<file path="config.mk">
export PLATFORM = sky130hd
export DESIGN_NAME = i2s_rx_master
export DESIGN_NICKNAME = d
export VERILOG_FILES = /design/src/rtl/i2s_pkg.sv /design/src/rtl/i2s_clk_gen.sv /design/src/rtl/i2s_rx_master.sv
export SDC_FILE = /design/constraint.sdc
export NUM_CORES = 1
export LEC_CHECK = 0
export ABC_AREA = 1
export BUFFER_PORTS_ARGS = -buffer_cell sky130_fd_sc_hd__clkbuf_2
export CAP_MARGIN = 25
export CORE_ASPECT_RATIO = 1.4
export CORE_MARGIN = 2
export CORE_UTILIZATION = 64
export CTS_BUF_LIST = sky130_fd_sc_hd__clkbuf_8
export DETAILED_ROUTE_END_ITERATION = 8
export PLACE_DENSITY = 0.88
export SLEW_MARGIN = 20
export SYNTH_ARGS = -nofsm -noshare
export SYNTH_HDL_FRONTEND = slang
export SYNTH_HIERARCHICAL = 1
export SYNTH_SLANG_ARGS = --single-unit
</file>
<file path="constraint.sdc">
create_clock -name mclk_in -period 2.68 [get_ports mclk_in]
set_input_delay 0.402 -clock mclk_in [delete_from_list [all_inputs] [get_ports mclk_in]]
set_output_delay 0.402 -clock mclk_in [all_outputs]
set_load 0.005 [all_outputs]
</file>
<file path="src/rtl/i2s_pkg.sv">
// i2s_pkg: shared state type, word-select constants and parameter legality check
// for the I2S receive master.
package i2s_pkg;
  typedef enum logic {IDLE = 1'b0, RUN = 1'b1} state_e;
  localparam logic WCLK_LEFT = 1'b0;
  localparam logic WCLK_RIGHT = 1'b1;
  function automatic bit params_ok(input int width, input int slot_bits, input int bclk_div);
    return (bclk_div % 2 == 0) && (bclk_div >= 2) && (slot_bits >= width);
  endfunction
endpackage

</file>
<file path="src/rtl/i2s_clk_gen.sv">
// i2s_clk_gen: divides mclk into bclk, counts bits per slot and toggles wclk at slot wrap.
module i2s_clk_gen
  import i2s_pkg::*;
#(
  parameter int SLOT_BITS = 32,
  parameter int BCLK_DIV  = 8
) (
  input  logic                         clk,
  input  logic                         rst_n,
  input  logic                         run,
  output logic                         bclk,
  output logic                         wclk,
  output logic                         rise,
  output logic                         fall,
  output logic [$clog2(SLOT_BITS)-1:0] bit_cnt
);
  localparam int DW = $clog2(BCLK_DIV);
  localparam int BW = $clog2(SLOT_BITS);
  localparam logic [DW-1:0] HALF = DW'(BCLK_DIV / 2);
  localparam logic [DW-1:0] DIV_MAX = DW'(BCLK_DIV - 1);
  localparam logic [BW-1:0] BIT_MAX = BW'(SLOT_BITS - 1);
  logic [DW-1:0] div_cnt_q, div_cnt_d;
  logic [BW-1:0] bit_cnt_q, bit_cnt_d;
  logic bclk_q, bclk_d, wclk_q, wclk_d;
  // Strobes flag the edge at which bclk changes, so actions keyed on them coincide with it.
  always_comb begin
    rise = run && div_cnt_q == HALF;
    fall = run && div_cnt_q == '0 && bclk_q;
    div_cnt_d = !run ? '0 : div_cnt_q == DIV_MAX ? '0 : div_cnt_q + DW'(1);
    bclk_d = run && div_cnt_q >= HALF;
    bit_cnt_d = !run ? '0 : !fall ? bit_cnt_q : bit_cnt_q == BIT_MAX ? '0 : bit_cnt_q + BW'(1);
    wclk_d = !run ? WCLK_LEFT : (fall && bit_cnt_q == BIT_MAX) ? !wclk_q : wclk_q;
  end
  always_ff @(posedge clk or negedge rst_n)
    if (!rst_n) begin
      div_cnt_q <= '0;
      bit_cnt_q <= '0;
      bclk_q <= 1'b0;
      wclk_q <= WCLK_LEFT;
    end else begin
      div_cnt_q <= div_cnt_d;
      bit_cnt_q <= bit_cnt_d;
      bclk_q <= bclk_d;
      wclk_q <= wclk_d;
    end
  assign bclk = bclk_q;
  assign wclk = wclk_q;
  assign bit_cnt = bit_cnt_q;
endmodule

</file>
<file path="src/rtl/i2s_rx_master.sv">
// i2s_rx_master: I2S clock master and receiver, one stereo pair per frame.
// Define I2S_RX_LSB_FIRST_EN for LSB-first slot mapping (MSB-first otherwise).
module i2s_rx_master
  import i2s_pkg::*;
#(
  parameter int WIDTH     = 24,
  parameter int SLOT_BITS = 32,
  parameter int BCLK_DIV  = 8
) (
  input  logic             mclk_in,
  input  logic             rst_n,
  input  logic             en,
  input  logic             I2S_din0,
  output logic             I2S_bclk_out,
  output logic             I2S_wclk_out,
  output logic [WIDTH-1:0] left_data,
  output logic [WIDTH-1:0] right_data,
  output logic             sample_valid
);
  localparam int BW = $clog2(SLOT_BITS);
  localparam logic [BW-1:0] BIT_MAX = BW'(SLOT_BITS - 1);
  if (!params_ok(WIDTH, SLOT_BITS, BCLK_DIV)) begin : g_bad_params
    $error("i2s_rx_master: illegal WIDTH/SLOT_BITS/BCLK_DIV");
  end
  state_e state_q, state_d;
  logic first_q, first_d, stop_q, stop_d, valid_q, valid_d;
  logic [WIDTH-1:0] shift_q, shift_d, left_q, left_d, right_q, right_d, shifted;
  logic [BW-1:0] bit_cnt, slot_bit;
  logic bclk, wclk, rise, fall, boundary, take, done;
  i2s_clk_gen #(.SLOT_BITS(SLOT_BITS), .BCLK_DIV(BCLK_DIV)) u_clk_gen (
    .clk(mclk_in), .rst_n(rst_n), .run(state_q == RUN),
    .bclk(bclk), .wclk(wclk), .rise(rise), .fall(fall), .bit_cnt(bit_cnt)
  );
`ifdef I2S_RX_LSB_FIRST_EN
  assign shifted = WIDTH'({I2S_din0, shift_q} >> 1);
`else
  assign shifted = WIDTH'({shift_q, I2S_din0});
`endif
  // One-bit delay: the rise at bit_cnt k carries slot bit k-1, rise 0 carries the previous slot's last bit.
  always_comb begin
    slot_bit = bit_cnt == '0 ? BIT_MAX : bit_cnt - BW'(1);
    boundary = rise && bit_cnt == '0;
    take = rise && int'(slot_bit) < WIDTH;
    shift_d = take ? shifted : shift_q;
    done = boundary && !first_q;
    state_d = state_q == IDLE ? (en ? RUN : IDLE) : (fall && stop_q ? IDLE : RUN);
    first_d = state_q == IDLE || (first_q && !rise);
    stop_d = state_q == IDLE ? 1'b0 : (boundary && wclk == WCLK_LEFT) ? !en : stop_q;
    left_d = (done && wclk == WCLK_RIGHT) ? shift_d : left_q;
    right_d = (done && wclk == WCLK_LEFT) ? shift_d : right_q;
    valid_d = done && wclk == WCLK_LEFT;
  end
  always_ff @(posedge mclk_in or negedge rst_n)
    if (!rst_n) begin
      state_q <= IDLE;
      first_q <= 1'b1;
      stop_q <= 1'b0;
      shift_q <= '0;
      left_q <= '0;
      right_q <= '0;
      valid_q <= 1'b0;
    end else begin
      state_q <= state_d;
      first_q <= first_d;
      stop_q <= stop_d;
      shift_q <= shift_d;
      left_q <= left_d;
      right_q <= right_d;
      valid_q <= valid_d;
    end
  assign I2S_bclk_out = bclk;
  assign I2S_wclk_out = wclk;
  assign left_data = left_q;
  assign right_data = right_q;
  assign sample_valid = valid_q;
endmodule

</file>
# Word level (Yosys, flattened, before mapping)
# Index checks and enable logic that the tools add are counted.
# op_classes
order_cmp,2
n_eq_ne,6
muxes,14
n_addsub,3
bitwise_logic,2
n_reduce_logical,20
# op_table
op,n
$mux 24,1
$mux 5,4
$logic_and 1x1->1,13
$mux 1,7
$eq 3x3->1 const B,2
$mux 3,2
$ne 2x1->1 const B,3
$add 5x1->5 const B,1
$eq 5x5->1 const B,1
$logic_not 5->1,1
$lt 5x5->1 const B,1
$sub 5x1->5 const B,1
$logic_not 1->1,4
$add 3x1->3 const B,1
$ge 3x3->1 const B,1
$logic_not 3->1,1
$not 1->1,2
$logic_or 1x1->1,1
# totals
reg_bits,86
elab_cells,58

# Logic depth before layout (Yosys ltp)
# depth
ltp_word,6
mapped_depth,11

# Cells and area by module
# Netlist, hierarchy kept.
# by_module_without_submodules
mod,cells_per_inst,seq_area_each_um2,instances,area_each_um2
i2s_rx_master,364,1903.1,1,3359.5
i2s_clk_gen,64,250.2,1,529.3

# Worst setup path after synthesis
# OpenSTA, ideal clock, no wires.
# synth_timing
kind,reg-to-reg
from,register u_clk_gen.div_cnt_q[0]
to,register shift_q[10]
arrival_time_ps,1496
setup_slack_ps,1065
path_stages_with_launch,9
n_path_buf,2
period_less_slack_ps,1615
t_required_ps,2561
cell_sequence,dfrtp_1 inv_1 ha_1 inv_1 nor2_1 buf_4 buf_1 nand4_1 and2_1
# synth_between
elab_chain_len,4
# synth_lines
element,line_no,source
"start, declared",i2s_clk_gen.sv:22,"logic [DW-1:0] div_cnt_q, div_cnt_d;"
"start signal, assigned",i2s_clk_gen.sv:41,div_cnt_q <= div_cnt_d;
$eq 3x3->1,i2s_clk_gen.sv:27,rise = run && div_cnt_q == HALF;
$logic_and 1x1->1,i2s_clk_gen.sv:27,
named net rise,i2s_rx_master.sv:29,"logic bclk, wclk, rise, fall, boundary, take, done;"
$logic_and 1x1->1,i2s_rx_master.sv:43,take = rise && int'(slot_bit) < WIDTH;
$mux 24,i2s_rx_master.sv:44,shift_d = take ? shifted : shift_q;
named net shift_d[10],i2s_rx_master.sv:27,"logic [WIDTH-1:0] shift_q, shift_d, left_q, left_d, right_q, right_d, shifted;"
"end signal, assigned",i2s_rx_master.sv:66,shift_q <= shift_d;
"end, declared",i2s_rx_master.sv:27,
# The timed path passes the listed nets, and every way through them passes these cells.
# A chain may end at the register's enable or synchronous reset.

# Final worst setup path
# layout_timing
from,register u_clk_gen.div_cnt_q[0]
to,"register right_q[8], in the netlist right_data[8]"
# layout_between
elab_chain_len,5
elab_cells_between_ends,7
cone_classes,eq/ne (1); mux (1); reduce/logical (5)
# layout_lines
element,line_no,source
$eq 3x3->1 (*),i2s_clk_gen.sv:27,
$logic_and 1x1->1 (*),i2s_clk_gen.sv:27,
named net rise,i2s_rx_master.sv:29,
$logic_and 1x1->1,i2s_rx_master.sv:42,boundary = rise && bit_cnt == '0;
$logic_and 1x1->1,i2s_rx_master.sv:45,done = boundary && !first_q;
$logic_and 1x1->1,i2s_rx_master.sv:50,right_d = (done && wclk == WCLK_LEFT) ? shift_d : right_q;
"end signal, assigned",i2s_rx_master.sv:68,right_q <= right_d;
"end, declared",i2s_rx_master.sv:27,
# The timed path passes the listed nets; every way through them passes the cells marked *.

==> metrics <==
register area share after synthesis=between 50% and 60%; number of nets in the layout=489; core area=between 0.005 and 0.006 mm2; XOR/XNOR Fraction of Synth Area=less than 1%; largest family of logic cells by synthesized area=simple AND/OR/NAND/NOR gates; internal power=between 2 and 3 mW; unrepaired setup endpoints after global routing=false; top cells by area, synth=dfrtp_1 (55%), nand2_1 (14%), nand3_1 (6.6%), nand4_1 (4.2%), inv_1 (4.1%); Max rail drop VDD=817 uV; synthesized flop and latch total=86; crit path max fanout=24; Synth top area share=a little over half; CTS Buf Count=9; Hold Path Class=primary input to async pin; Combinational Power Share=a little over a third; DR WL/cell=~15 um; r2r setup slk=0.42 ns; most common cell after layout, fill and taps aside=nand2_1; initial core utilization=approximately two thirds; Post-DP Area=around 0.0041 mm2; CTS sink count=86; layout cells sized above 1=a little under a fifth; Startpoint Class=flop; # rows=33; Vias=3,052; status=completed; vias in the first global route=just over 3,000; Post-Syn Area per Cell=around 9.1 um2; WL final=8330 um; Fillers=between 400 and 500; Skew-Pair Late Insertion Delay=between 0.3 and 0.4 ns; syn nets=about 440; CP Data Required Time=roughly 2.9 ns; Root Driver=clkbuf_8; Post-CTS Repair Setup Buffers=0; Die Span Y=around 96 um; TritonRoute pass-1 iters=4; commonest non-fill, non-tap cells in the layout=nand2_1 (148), dfrtp_1 (85), clkbuf_2 (53), nand3_1 (51), inv_1 (42); antenna violations before repair=0; post-DP HPWL=between 5000 and 6000 um; Flop pwr share=roughly 43%; largest net degree at the start of global routing=between 50 and 60; CTS clk-pin slew, worst paths=approximately 0.08 ns; global route overflow=0; multi-input gate area in the final layout=about 0.0014 mm2; YS warnings=6; post-layout minimum cycle time=roughly 2.3 ns; area leader, netlist=dfrtp_1; routed vias/inst=~5.5; net switching power=between 1.5 and 2 mW; Post-Synth Simple-Gate Area=approximately a third; initial detailed-routing violation count=around 240; max-cap violation count=0; TNS Setup=0 ns; Finished Core Util=roughly three quarters; Layout area overhead=11.8%; switching share of total power=approximately two fifths; global-route wire length before repair=14,000 um; total track usage=26.8%; Final Cell Area=~0.0043 mm2; Final ANT Viol Nets=0; Post-route DRC=0; Final Hold Viols=0; library cells used by synthesis=26; Worst Max-Slew Pin Slew=0.650 ns; die area=roughly 0.0067 mm2; post-synthesis mux area share=0%; CP arrival=roughly 2.5 ns; adder-cell area share of the yosys netlist=between 1.5 and 2%; CTS H-Tree Depth=3; f_max=around 0.44 GHz; CTS tree=done; port bufs=54; post-synthesis compound-gate area fraction=less than 1%; Reg2Reg Depth=10; Hold-fix buffers, CTS=0; leak pwr=2.45 nW; clk buf depth=2; clock power share=a little over 20%; flip-flop and latch area=0.00215 mm2; final setup fails=0; die width=69.9 um; Slew Limit Fails=0; # IOs=between 50 and 60; post_cts resized=0; Crit Path Class=flop to flop; Slew Limit Headroom=56.7%; Final Skew=~0.015 ns; Reg-to-Reg Start=u_clk_gen/div_cnt_q[0]; GPL Wtd Cong=0.808; worst reg2reg endpoint=right_data[8]; Cell Pwr Density=~1000 mW/mm2; Final period util=a little over four fifths; Mapped Area=0.00389 mm2; ant diodes=0; Worst Setup End Kind=flop; Cells after Synth=around 430
==> worst max-delay path by stage <==
stage | from | end | slack [ns]
final | u_clk_gen/div_cnt_q[0] | right_data[8] | 0.42
after global routing | u_clk_gen/div_cnt_q[0] | right_data[13] | 0.31
after CTS | u_clk_gen/div_cnt_q[0] | right_data[1] | 0.46
after detailed placement | u_clk_gen/div_cnt_q[0] | right_data[22] | 0.50
after global placement | u_clk_gen/div_cnt_q[0] | right_data[23] | 0.59
after floorplan | u_clk_gen/div_cnt_q[0] | shift_q[10] | 1.07
==> flip-flops by register name (all words and copies together) (netlist names) <==
signal               flops
first_q                  1
u_clk_gen/div_cnt_q      3
u_clk_gen/bit_cnt        5
u_clk_gen/bclk           1
stop_q                   1
right_data              24
left_data               24
sample_valid             1
state_q                  1
u_clk_gen/wclk           1
shift_q                 24
==> stage by stage <==
stage          power [mW]  setup slack, ns  std cells  hold WS (ns)
2_1_floorplan        3.11             1.07        428         0.106
3_3_place_gp         3.49            0.591        539         0.449
3_5_place_dp         3.60            0.502        539         0.464
4_1_cts              4.56            0.457        555        0.0732
5_1_grt              4.87            0.312        555         0.118
6_report             4.55            0.421        555        0.0594
==> layer usage <==
layer / track usage, % / wire [um] / up-vias / share of wire, %
met2: 46.4 / 4310 / 103 / 52
met5: 0 / 0 / - / 0
met1: 34.2 / 3490 / 1469 / 42
met3: 2.83 / 359 / 15 / 4.3
met4: 12.7 / 165 / 0 / 2.0
li1: - / - / 1465 / -
==> critical path, cell delays in order (launching register included) <==
cell	delay (ns)
dfrtp_1	0.41
inv_1	0.07
ha_1	0.17
inv_1	0.08
nor2_2	0.42
buf_4	0.34
nand3_4	0.14
inv_2	0.11
nand2_4	0.18
nand2_1	0.13
nand2_1	0.08
==> power groups by stage <==
stage                     Sequential, mW  Clock, mW  Combinational, mW
final                               1.97      0.933               1.65
after global routing                2.01      0.992               1.86
after CTS                           1.97      0.948               1.64
after detailed placement            1.98          0               1.61
after global placement              1.97          0               1.53
after floorplan                     1.95          0               1.17
==> cell usage after synthesis (all sizes together) <==
master  count
a31oi       1
nand2     153
nor2       15
inv        44
dfrtp      85
ha          5
o21ai       1
nor3        1
xor2        1
dfstp       1
nand3      54
and2       24
buf        17
nand4      26
==> area by class of cell <==
cell class	instances	area share [%]
repair buffers	58	6.97
multi-input cells	281	32.9
flip-flops and latches	86	49.5
well taps	70	2.01
clock buffers	10	3.17
inverters	44	3.86
clock inverters	6	1.55
==> cell families (layout without fill, tap and decap cells) <==
| group | after synthesis | in the layout |
|---|---|---|
| and+or+nand+nor | 273 | 273 |
| DFF | 86 | 86 |
| buffers and inverters | 61 | 118 |
| adders and majority gates | 5 | 5 |
| AOI/OAI and AO/OA | 2 | 2 |
| xor gates and xnor gates | 1 | 1 |
(Power assumes the default switching activity.)
